File: config.mk
export PLATFORM = sky130hd
export DESIGN_NAME = clock_set_scheduler
export DESIGN_NICKNAME = d
export VERILOG_FILES = /design/src/rtl/clock_set_scheduler.sv
export SDC_FILE = /design/constraint.sdc
export NUM_CORES = 1
export LEC_CHECK = 0
export BUFFER_PORTS_ARGS = -buffer_cell sky130_fd_sc_hd__buf_2
export CAP_MARGIN = 20
export CORE_MARGIN = 3
export CORE_UTILIZATION = 55
export DETAILED_ROUTE_END_ITERATION = 8
export PLACE_DENSITY = 0.79
export SLEW_MARGIN = 20
export SYNTH_ARGS = -nofsm -noshare
export SYNTH_HDL_FRONTEND = slang
export SYNTH_SLANG_ARGS = --single-unit
File: constraint.sdc
create_clock -name i_sysclk -period 4.42 [get_ports i_sysclk]
set_input_delay 0.663 -clock i_sysclk [delete_from_list [all_inputs] [get_ports i_sysclk]]
set_output_delay 0.663 -clock i_sysclk [all_outputs]
set_load 0.02 [all_outputs]
File: src/rtl/clock_set_scheduler.sv
// Desk clock time-set sequencer: passes 1 Hz ticks through as seconds increments, and while a
// set button is held issues minute/hour increments with an accelerating auto-repeat.
module clock_set_scheduler #(
   parameter int unsigned HOLD_DELAY  = 8,
   parameter int unsigned RPT_DIV     = 4,
   parameter int unsigned ACCEL_COUNT = 8,
   parameter int unsigned CNT_W       = 8
) (
   input  logic i_sysclk,
   input  logic i_reset_n,
   input  logic i_sec_stb,
   input  logic i_fast_stb,
   input  logic i_set_hr,
   input  logic i_set_min,
   output logic o_slow_en,
   output logic o_slow_rst_n,
   output logic o_inc_sec,
   output logic o_inc_min,
   output logic o_inc_hr,
   output logic o_clr_sec,
   output logic o_setting
);

   localparam logic [2:0] ST_RUN     = 3'd0;
   localparam logic [2:0] ST_PRESS   = 3'd1;
   localparam logic [2:0] ST_HOLD    = 3'd2;
   localparam logic [2:0] ST_REPEAT  = 3'd3;
   localparam logic [2:0] ST_FAST    = 3'd4;
   localparam logic [2:0] ST_RELEASE = 3'd5;

   localparam logic [CNT_W-1:0] HOLD_C  = CNT_W'(HOLD_DELAY);
   localparam logic [CNT_W-1:0] RPT_C   = CNT_W'(RPT_DIV);
   localparam logic [CNT_W-1:0] ACCEL_C = CNT_W'(ACCEL_COUNT);
   localparam logic [CNT_W-1:0] CNT_MAX = {CNT_W{1'b1}};

   logic [2:0]       state_q, state_d;
   logic             tgt_hr_q, tgt_hr_d;
   logic [CNT_W-1:0] fcnt_q, fcnt_d;
   logic [CNT_W-1:0] rcnt_q, rcnt_d;
   logic             slow_en_q, slow_en_d;
   logic             slow_rst_n_q, slow_rst_n_d;
   logic             inc_sec_q, inc_sec_d;
   logic             inc_min_q, inc_min_d;
   logic             inc_hr_q, inc_hr_d;
   logic             clr_sec_q, clr_sec_d;
   logic             setting_q, setting_d;

   logic             btn_held;
   logic             fire;
   logic [CNT_W-1:0] fcnt_inc;
   logic [CNT_W-1:0] rcnt_inc;

   // Only the button latched at press time is watched; the other one is ignored until RUN.
   assign btn_held = tgt_hr_q ? i_set_hr : i_set_min;
   assign fcnt_inc = (fcnt_q == CNT_MAX) ? fcnt_q : fcnt_q + CNT_W'(1);
   assign rcnt_inc = (rcnt_q == CNT_MAX) ? rcnt_q : rcnt_q + CNT_W'(1);

   always_comb begin
      // NOTE: every _d signal gets a default first so no branch can infer a latch.
      state_d      = state_q;
      tgt_hr_d     = tgt_hr_q;
      fcnt_d       = fcnt_q;
      rcnt_d       = rcnt_q;
      slow_en_d    = 1'b0;
      slow_rst_n_d = 1'b1;
      inc_sec_d    = 1'b0;
      setting_d    = 1'b1;
      fire         = 1'b0;

      case (state_q)
         ST_RUN: begin
            slow_en_d = 1'b1;
            setting_d = 1'b0;
            inc_sec_d = i_sec_stb;
            if (i_set_hr || i_set_min) begin
               tgt_hr_d = i_set_hr;
               state_d  = ST_PRESS;
            end
         end

         ST_PRESS: begin
            fire    = 1'b1;
            fcnt_d  = '0;
            rcnt_d  = '0;
            state_d = btn_held ? ST_HOLD : ST_RELEASE;
         end

         ST_HOLD: begin
            if (!btn_held) begin
               state_d = ST_RELEASE;
            end else if ((HOLD_C == '0) || (i_fast_stb && (fcnt_inc >= HOLD_C))) begin
               fire    = 1'b1;
               fcnt_d  = '0;
               state_d = ST_REPEAT;
            end else if (i_fast_stb) begin
               fcnt_d = fcnt_inc;
            end
         end

         ST_REPEAT: begin
            if (!btn_held) begin
               state_d = ST_RELEASE;
            end else if (i_fast_stb) begin
               if (fcnt_inc >= RPT_C) begin
                  fire   = 1'b1;
                  fcnt_d = '0;
                  rcnt_d = rcnt_inc;
                  if (rcnt_inc >= ACCEL_C) state_d = ST_FAST;
               end else begin
                  fcnt_d = fcnt_inc;
               end
            end
         end

         ST_FAST: begin
            if (!btn_held) state_d = ST_RELEASE;
            else if (i_fast_stb) fire = 1'b1;
         end

         ST_RELEASE: begin
            slow_rst_n_d = 1'b0;
            setting_d    = 1'b0;
            state_d      = ST_RUN;
         end

         default: begin
            slow_en_d = 1'b1;
            setting_d = 1'b0;
            state_d   = ST_RUN;
         end
      endcase
   end

   assign inc_min_d = fire & ~tgt_hr_q;
   assign inc_hr_d  = fire & tgt_hr_q;
   assign clr_sec_d = fire & ~tgt_hr_q & (state_q == ST_PRESS);

   // NOTE: sequential state uses non-blocking assignments so every register sees pre-edge values.
   always_ff @(posedge i_sysclk or negedge i_reset_n) begin
      if (!i_reset_n) begin
         state_q      <= ST_RUN;
         tgt_hr_q     <= 1'b0;
         fcnt_q       <= '0;
         rcnt_q       <= '0;
         slow_en_q    <= 1'b1;
         slow_rst_n_q <= 1'b1;
         inc_sec_q    <= 1'b0;
         inc_min_q    <= 1'b0;
         inc_hr_q     <= 1'b0;
         clr_sec_q    <= 1'b0;
         setting_q    <= 1'b0;
      end else begin
         state_q      <= state_d;
         tgt_hr_q     <= tgt_hr_d;
         fcnt_q       <= fcnt_d;
         rcnt_q       <= rcnt_d;
         slow_en_q    <= slow_en_d;
         slow_rst_n_q <= slow_rst_n_d;
         inc_sec_q    <= inc_sec_d;
         inc_min_q    <= inc_min_d;
         inc_hr_q     <= inc_hr_d;
         clr_sec_q    <= clr_sec_d;
         setting_q    <= setting_d;
      end
   end

   assign o_slow_en    = slow_en_q;
   assign o_slow_rst_n = slow_rst_n_q;
   assign o_inc_sec    = inc_sec_q;
   assign o_inc_min    = inc_min_q;
   assign o_inc_hr     = inc_hr_q;
   assign o_clr_sec    = clr_sec_q;
   assign o_setting    = setting_q;

endmodule
# Word-level counts from Yosys, hierarchy flattened
# Cells that the tools add are included.
# totals
reg_bits	27
input_bits	6
output_inout_bits	7
elab_cells	85
# classes
n_addsub	2
n_lt_le_gt_ge	3
n_eq_ne	18
n_mux	36
bitwise	4
reduce_logical	11
# ops
cell	count
$mux 8	11
$mux 3	9
$pmux 8 s3	1
$add 8x1->8 const B	2
$eq 8x8->1 const B	2
$ge 8x4->1 const B	2
$pmux 8 s2	1
$ne 3x3->1 const B	5
$pmux 3 s5	1
$mux 1	12
$ne 2x2->1 const B	6
$ge 8x3->1 const B	1
$eq 3x2->1 const B	2
$eq 3x3->1 const B	2
$reduce_and 6->1	1
$reduce_and 5->1	1
$reduce_or 5->1	1
$pmux 1 s4	1
$reduce_and 4->1	1
$reduce_or 4->1	1
$and 1x1->1	3
$eq 3x1->1 const B	1
$logic_not 3->1	1
$reduce_bool 3->1	1
other kinds (5)	5

# Logic depth before layout (Yosys ltp)
# Gate-level depths: netlist of run 1.
# depth
word_depth	9
mapped_depth	7
mapped_depth_nobuf	7

# Worst setup path before layout of run 1
# OpenSTA, ideal clock, no wires.
# synth_path
path_type	reg2reg
from	register fcnt_q[0]
to	register state_q[0]
setup_ns	0.120
arrival_ns	2.048
required_ns	4.300
slack_ns	2.252
path_stages_with_launch	8
n_path_buf	0
period_less_slack_ns	2.168
path_cell_list	dfrtp_1 -> ha_1 -> nand2_1 -> nor4b_4 -> o21ai_1 -> or4_4 -> a211o_1 -> and3_1
# synth_via
elab_chain_len	6
word_cells_on_any_way	9
classes_between	add/sub (1); order compare (2); eq/ne (3); mux (1); reduce/logical (2)
# synth_lines
element	line	text
start: declaration	38	logic [CNT_W-1:0] fcnt_q, fcnt_d;
start signal: assignment	155	fcnt_q <= fcnt_d;
$add 8x1->8 / $eq 8x8->1 (equally long branches)	55	assign fcnt_inc = (fcnt_q == CNT_MAX) ? fcnt_q : fcnt_q + CNT_W'(1);
$mux 8 (*)	55	
$ge 8x4->1	91	end else if ((HOLD_C == '0) || (i_fast_stb && (fcnt_inc >= HOLD_C))) begin
$logic_and 1x1->1	91	
$ne 3x3->1 (no source line)	-	
$reduce_and 6->1 (no source line) (*)	-	
end signal: assignment	153	state_q <= state_d;
end: declaration	36	logic [2:0] state_q, state_d;
# Mark *: on every way between the ends. The rest lies on a longest branch, timed or not.
# A chain may end at the register's enable or synchronous reset.

# Final worst setup path of run 1
# Ends and elaborated chain as after synthesis.

==> results of run 1 <==
[kinds of logic (layout without fill, tap and decap cells)]
logic type | count (synthesis) | after routing
adder cells (fa/ha/maj) | 2 | 2
buffers and inverters | 8 | 20
flip-flops | 27 | 27
multiplexers | 6 | 6
AND/OR/NAND/NOR | 73 | 73
AO/OA/AOI/OAI | 45 | 45
XOR/XNOR | 3 | 3
[final cells by class]
type,instances,area (um2)
Clock buffer,4,26.28
Fill cell,231,918.4
Inverter,4,15.01
Multi-Input combinational cell,129,832.0
Sequential cell,27,678.2
Tap cell,30,37.54
Timing Repair Buffer,12,60.06
[per-stage QoR]
stage	hold slack (ps)	util	area, um2	setup WS, ps	power [uW]
after CTS	323.7	0.6423	1649	2106	870.8
after floorplan	367.4	-	1540	2252	665.5
final	302.0	0.6423	1649	2103	868.5
after global routing	346.1	0.6423	1649	1939	933.4
after detailed placement	560.6	0.6321	1623	2112	764.8
after global placement	536.5	0.6321	1623	2197	751.1
[critical path: stages, from the launching register on]
cell	delay (ps)
dfrtp_1	420
ha_1	270
nand2_1	190
nor4b_4	310
o21ai_1	110
or4_4	480
a211o_1	290
and3_1	170
[layer usage]
layer / GRT usage / vias to the layer above
met5: 0 / -
met4: 0.1003 / 0
met3: 0.02193 / 4
met2: 0.3565 / 34
met1: 0.2591 / 633
li1: - / 640
[power by group through the flow]
| stage | Combinational (uW) | Clock, uW | Sequential [uW] |
|---|---|---|---|
| floorplan | 280 | 0 | 386 |
| global placement | 366 | 0 | 385 |
| detailed placement | 377 | 0 | 388 |
| CTS | 378 | 111 | 382 |
| global route | 422 | 119 | 393 |
| finish | 378 | 108 | 383 |
[placed cells by master, fill, tap and decap left out, types with 5 or more instances in the layout]
cell type,instances
buf_2,12
nor2_1,13
nor2b_1,7
nand2_1,11
a21oi_1,8
nor3_1,7
o21ai_0,9
a31oi_1,8
dfrtp_1,25
nand3_1,5
[how the worst max path moves through the flow]
stage                                  end  slack [ps]  depth (start not counted)
detailed placement  state_q[0]$_DFFE_PN0P_        2110                          7
CTS                 state_q[0]$_DFFE_PN0P_        2110                          7
global route         rcnt_q[0]$_DFFE_PN0P_        1940                          7
floorplan           state_q[0]$_DFFE_PN0P_        2250                          7
global placement    state_q[0]$_DFFE_PN0P_        2200                          7
finish              state_q[0]$_DFFE_PN0P_        2100                          7
==> flow_summary.ini, run 1 <==
[timing]
tightest_slew_ps = 578.4
clock.fmax_mhz = 431.5
hold_violations = 0
setup_tns_ps = 0
finalCritPeriodShare = 0.5243
slew_violations = 0
clock_skew_ps = 14.59
relSlewSlack = 0.6144
finalCriticalPeriod_ps = 2317
rsz0062_at_grt = false
setup_viol = 0

[logic_synthesis]
ys.warnings.count = 0
async_reset_ff_frac = 1.000
synth_top_area_frac = 0.4062
synth_top_area_cell = dfrtp_1
yosysSeqAreaShare = 0.4403
yosys-top-cells-area = dfrtp_1 (41%), dfstp_2 (3.4%), a31oi_1 (3.2%)
synth_edf_count = 0
syn_nets = 172
synth_top_family_by_area = simple AND/OR/NAND/NOR gates
synth.most_common_cell = dfrtp_1
synthesis.instances = 164
synth.area.mux_share = 0.04143
synth-simple-area-share = 0.2705
synthAdderAreaFrac = 0.01625
avgSynthCellArea_um2 = 9.392
synthTopCellsByCount = dfrtp_1 (25), nor2_1 (13), nand2_1 (11)
synthFlopType = dfrtp_1
netlist_area_um2 = 1540
synth_xor_area_frac = 0.01706
yosysUniqueCellTypes = 46
ys_ff_latch = 27
synth_compound_area_frac = 0.1950

[grt]
grt_pass1_vias = 1290
grt_pass1_wl_mm = 5.595
grt_antenna_before_repair = 0
grt_usage = 0.2078
grt_max_degree = 28
grt_overflow = 0

[clock_network]
cts_tree = built
holdBufCountCts = 0
path_clk_slew_ps = 150
insertion_delay_ps = 330
cts_root_buffer = clkbuf_4
clock_path_buffers = 2
cts_resized = 0
htree_levels = 1
cts_sinks = 27
postCtsSetupBuffers = 0
cts_inserted_buffers = 3

[routing]
wl_per_cell_um = 15.48
drc = 0
vias_per_cell = 6.364
dr_wl_met2_mm = 1.529
firstDrtPassIters = 4
met1Wirelength_mm = 1.493
vias = 1311
wirelength_mm = 3.189
route.met3.wl_um = 129
antenna_left = 0
drt_first_iter_violations = 65
top_layer = met4

[die]
dieArea_um2 = 3472
ios = 13
fp.dieH_um = 58.92
die_w_um = 58.92
initial_utilization = 0.5999
row_count = 18
placeableCoreArea_um2 = 2567

[worst_setup_path]
start_kind = register
worst-setup-path-type = reg -> reg
reg2reg_to = state_q[0]$_DFFE_PN0P_
worst_setup_path_end_kind = register
crit_arrival_ps = 2560
critical_path.startpoint = fcnt_q[0]$_DFFE_PN0P_
reg2reg_depth = 7
crit_fanout = 6
rr_startpoint = fcnt_q[0]$_DFFE_PN0P_
cp.required_ps = 4670
r2r_slack_ps = 2100

[pwr]
powerDensity_nw_per_um2 = 526.7
clkPwrFrac = 0.124
ir_drop_mv = 0.4697
p_int_uw = 491.2
combPwrFrac = 0.435
p_sw_uw = 377.3
swShare = 0.4345
p_seq_frac = 0.441
p_leak_uw = 0.0006838

[run]
cap_viol_max_count = 0

[layout]
top_regs = fcnt_q (8), rcnt_q (8), state_q (3)
fin_nets = 185
diodes = 0
drive_above_1_share = 0.1420
syn2layout_area_growth_pct = 7.067
fin_cells = 206

[placement]
dpl.hpwl_mm = 2.375
dp.cells = 202
io_buffers = 12
routabilityCongestion = 0.9701

[status]
status = finished, final reports clean

[worst_hold_path]
hold_path_class = in -> async
No activity file was read; power rests on OpenSTA's default activity.
==> run 2: changes to the inputs <==
--- a/config.mk
+++ b/config.mk
@@ -8,9 +8,9 @@
 export BUFFER_PORTS_ARGS = -buffer_cell sky130_fd_sc_hd__buf_2
 export CAP_MARGIN = 20
 export CORE_MARGIN = 3
-export CORE_UTILIZATION = 55
+export CORE_UTILIZATION = 53
 export DETAILED_ROUTE_END_ITERATION = 8
-export PLACE_DENSITY = 0.79
+export PLACE_DENSITY = 0.8
 export SLEW_MARGIN = 20
 export SYNTH_ARGS = -nofsm -noshare
 export SYNTH_HDL_FRONTEND = slang
==> constraint.sdc (replaced) <==
create_clock -name i_sysclk -period 1.9 [get_ports i_sysclk]
set_input_delay 0.285 -clock i_sysclk [delete_from_list [all_inputs] [get_ports i_sysclk]]
set_output_delay 0.285 -clock i_sysclk [all_outputs]
set_load 0.02 [all_outputs]
==> flow_summary.ini, run 2 (synthesis results as in run 1) <==
[timing]
relSlewSlack = 0.6140
layout_setup_ws_ps = -210.6
tightest_slew_ps = 576.9
slew_violations = 0
finalCritPeriodShare = 1.111
rsz0062_at_grt = true
fin_hold_ws_ps = 151.7
setup_tns_ps = -1586
finalCriticalPeriod_ps = 2111
setup_viol = 15
clock.fmax_mhz = 473.8
clock_skew_ps = 6.531
hold_violations = 0

[worst_setup_path]
worst-setup-path-type = reg -> reg
reg2reg_depth = 7
crit_fanout = 4
rr_startpoint = fcnt_q[1]$_DFFE_PN0P_
crit_end = state_q[0]$_DFFE_PN0P_
start_kind = register
critical_path.startpoint = fcnt_q[1]$_DFFE_PN0P_
worst_setup_path_end_kind = register
cp.required_ps = 2150
crit_arrival_ps = 2360
reg2reg_to = state_q[0]$_DFFE_PN0P_
r2r_slack_ps = -210

[die]
fp.dieH_um = 59.91
dieArea_um2 = 3589
placeableCoreArea_um2 = 2613
row_count = 18
die_w_um = 59.91
initial_utilization = 0.5896
ios = 13

[pwr]
ir_drop_mv = 1.035
powerDensity_nw_per_um2 = 1257
p_int_uw = 1427
p_seq_frac = 0.337
clkPwrFrac = 0.104
p_leak_uw = 0.0008384
p_sw_uw = 1079
combPwrFrac = 0.559
swShare = 0.4305

[layout]
postLayoutCoreUtil = 0.7634
final_common_cell = dfrtp_1
top_regs = fcnt_q (8), rcnt_q (8), state_q (3)
layout.cells.most_common_list = dfrtp_1 (23), buf_4 (20), buf_2 (12), nor2_1 (11), nand2_1 (10)
stdcell_area_um2 = 1994
syn2layout_area_growth_pct = 29.49
fin_nets = 208
fillers = 170
diodes = 0
drive_above_1_share = 0.3618

[routing]
firstDrtPassIters = 4
vias_per_cell = 6.450
wl_per_cell_um = 17.61
antenna_left = 0
vias = 1477
wirelength_mm = 4.033
drt_first_iter_violations = 107
drc = 0

[clock_network]
cts_sinks = 27
cts_inserted_buffers = 3
insertion_delay_ps = 340
path_clk_slew_ps = 150
cts_tree = built
clock_path_buffers = 2
cts_root_buffer = clkbuf_4
htree_levels = 1

[grt]
grt_antenna_before_repair = 0
grt_max_degree = 28
grt_usage = 0.2341
grt_overflow = 0
grt_pass1_wl_mm = 6.472
grt_pass1_vias = 1408

[run]
cap_viol_max_count = 0

[status]
violations = negative setup slack
status = finished with violations

[placement]
placed_area_um2 = 1785
dp_slack_ps = -228.1
io_buffers = 12
routabilityCongestion = 0.9048
dpl.hpwl_mm = 2.643

[worst_hold_path]
hold_path_class = in -> reg
hold_depth = 2
==> run 2: cell types whose count changed in the layout (fill, tap and decap cells not counted), moves of 3 or more <==
| cell | change |
|---|---|
| buf_4 | +20 |
| a21oi_1 | -4 |
| a21oi_2 | +4 |
| o21ai_0 | -4 |
| a31oi_1 | -3 |
==> run 2: cell type report <==
cell class,instances,area (um2),share of cell area
Inverter,4,15.01,0.007528
Tap cell,30,37.54,0.01882
Timing Repair Buffer,35,242.7,0.1217
Clock inverter,1,5.005,0.002509
Multi-Input combinational cell,129,991.0,0.4969
Clock buffer,3,22.52,0.01129
Sequential cell,27,680.7,0.3413
==> run 2: critical path, cell delays in order (launching register included) <==
cell	delay, ps
dfrtp_1	450
ha_4	190
nand2_4	60
nor4b_4	330
o21ai_2	80
or4_4	480
a211o_1	270
and3_1	150
==> run 2: worst min path at each step <==
stage | start | slack [ps] | to
after floorplan | i_reset_n | -10 | fcnt_q[0]$_DFFE_PN0P_
after global placement | i_reset_n | 310 | o_inc_sec$_DFF_PN0_
after detailed placement | i_reset_n | 320 | o_inc_sec$_DFF_PN0_
after CTS | i_sec_stb | 160 | o_inc_sec$_DFF_PN0_
after global routing | i_sec_stb | 150 | o_inc_sec$_DFF_PN0_
final | i_sec_stb | 150 | o_inc_sec$_DFF_PN0_
==> run 2: per-layer routing <==
layer,wire length [um],track usage
met1,1688,0.3247
met2,1978,0.3765
met3,293,0.02808
met4,72,0.07911
met5,0,0
==> run 2: timing repair <==
item | in CTS | in global routing
gates cloned | 0 | 0
endpoints found under the hold margin | 25 | 0
pin swaps | 13 | 15
setup buffers | 1 | 2
gates resized for setup | 11 | 23
hold buffers | 1 | 0
setup endpoints to repair | 15 | 16
==> run 2: power groups by stage <==
stage	clock, uW	sequential [uW]	combinational (uW)
5_1_grt	286	865	1520
4_1_cts	260	842	1220
3_5_place_dp	0	852	1160
3_3_place_gp	0	848	1120
2_1_floorplan	0	907	666
6_report	260	845	1400
==> run 2: metrics by stage <==
stage / power, uW / std cells
detailed placement: 2015 / 221
global route: 2670 / 229
floorplan: 1573 / 164
CTS: 2323 / 227
global placement: 1965 / 221
finish: 2506 / 229
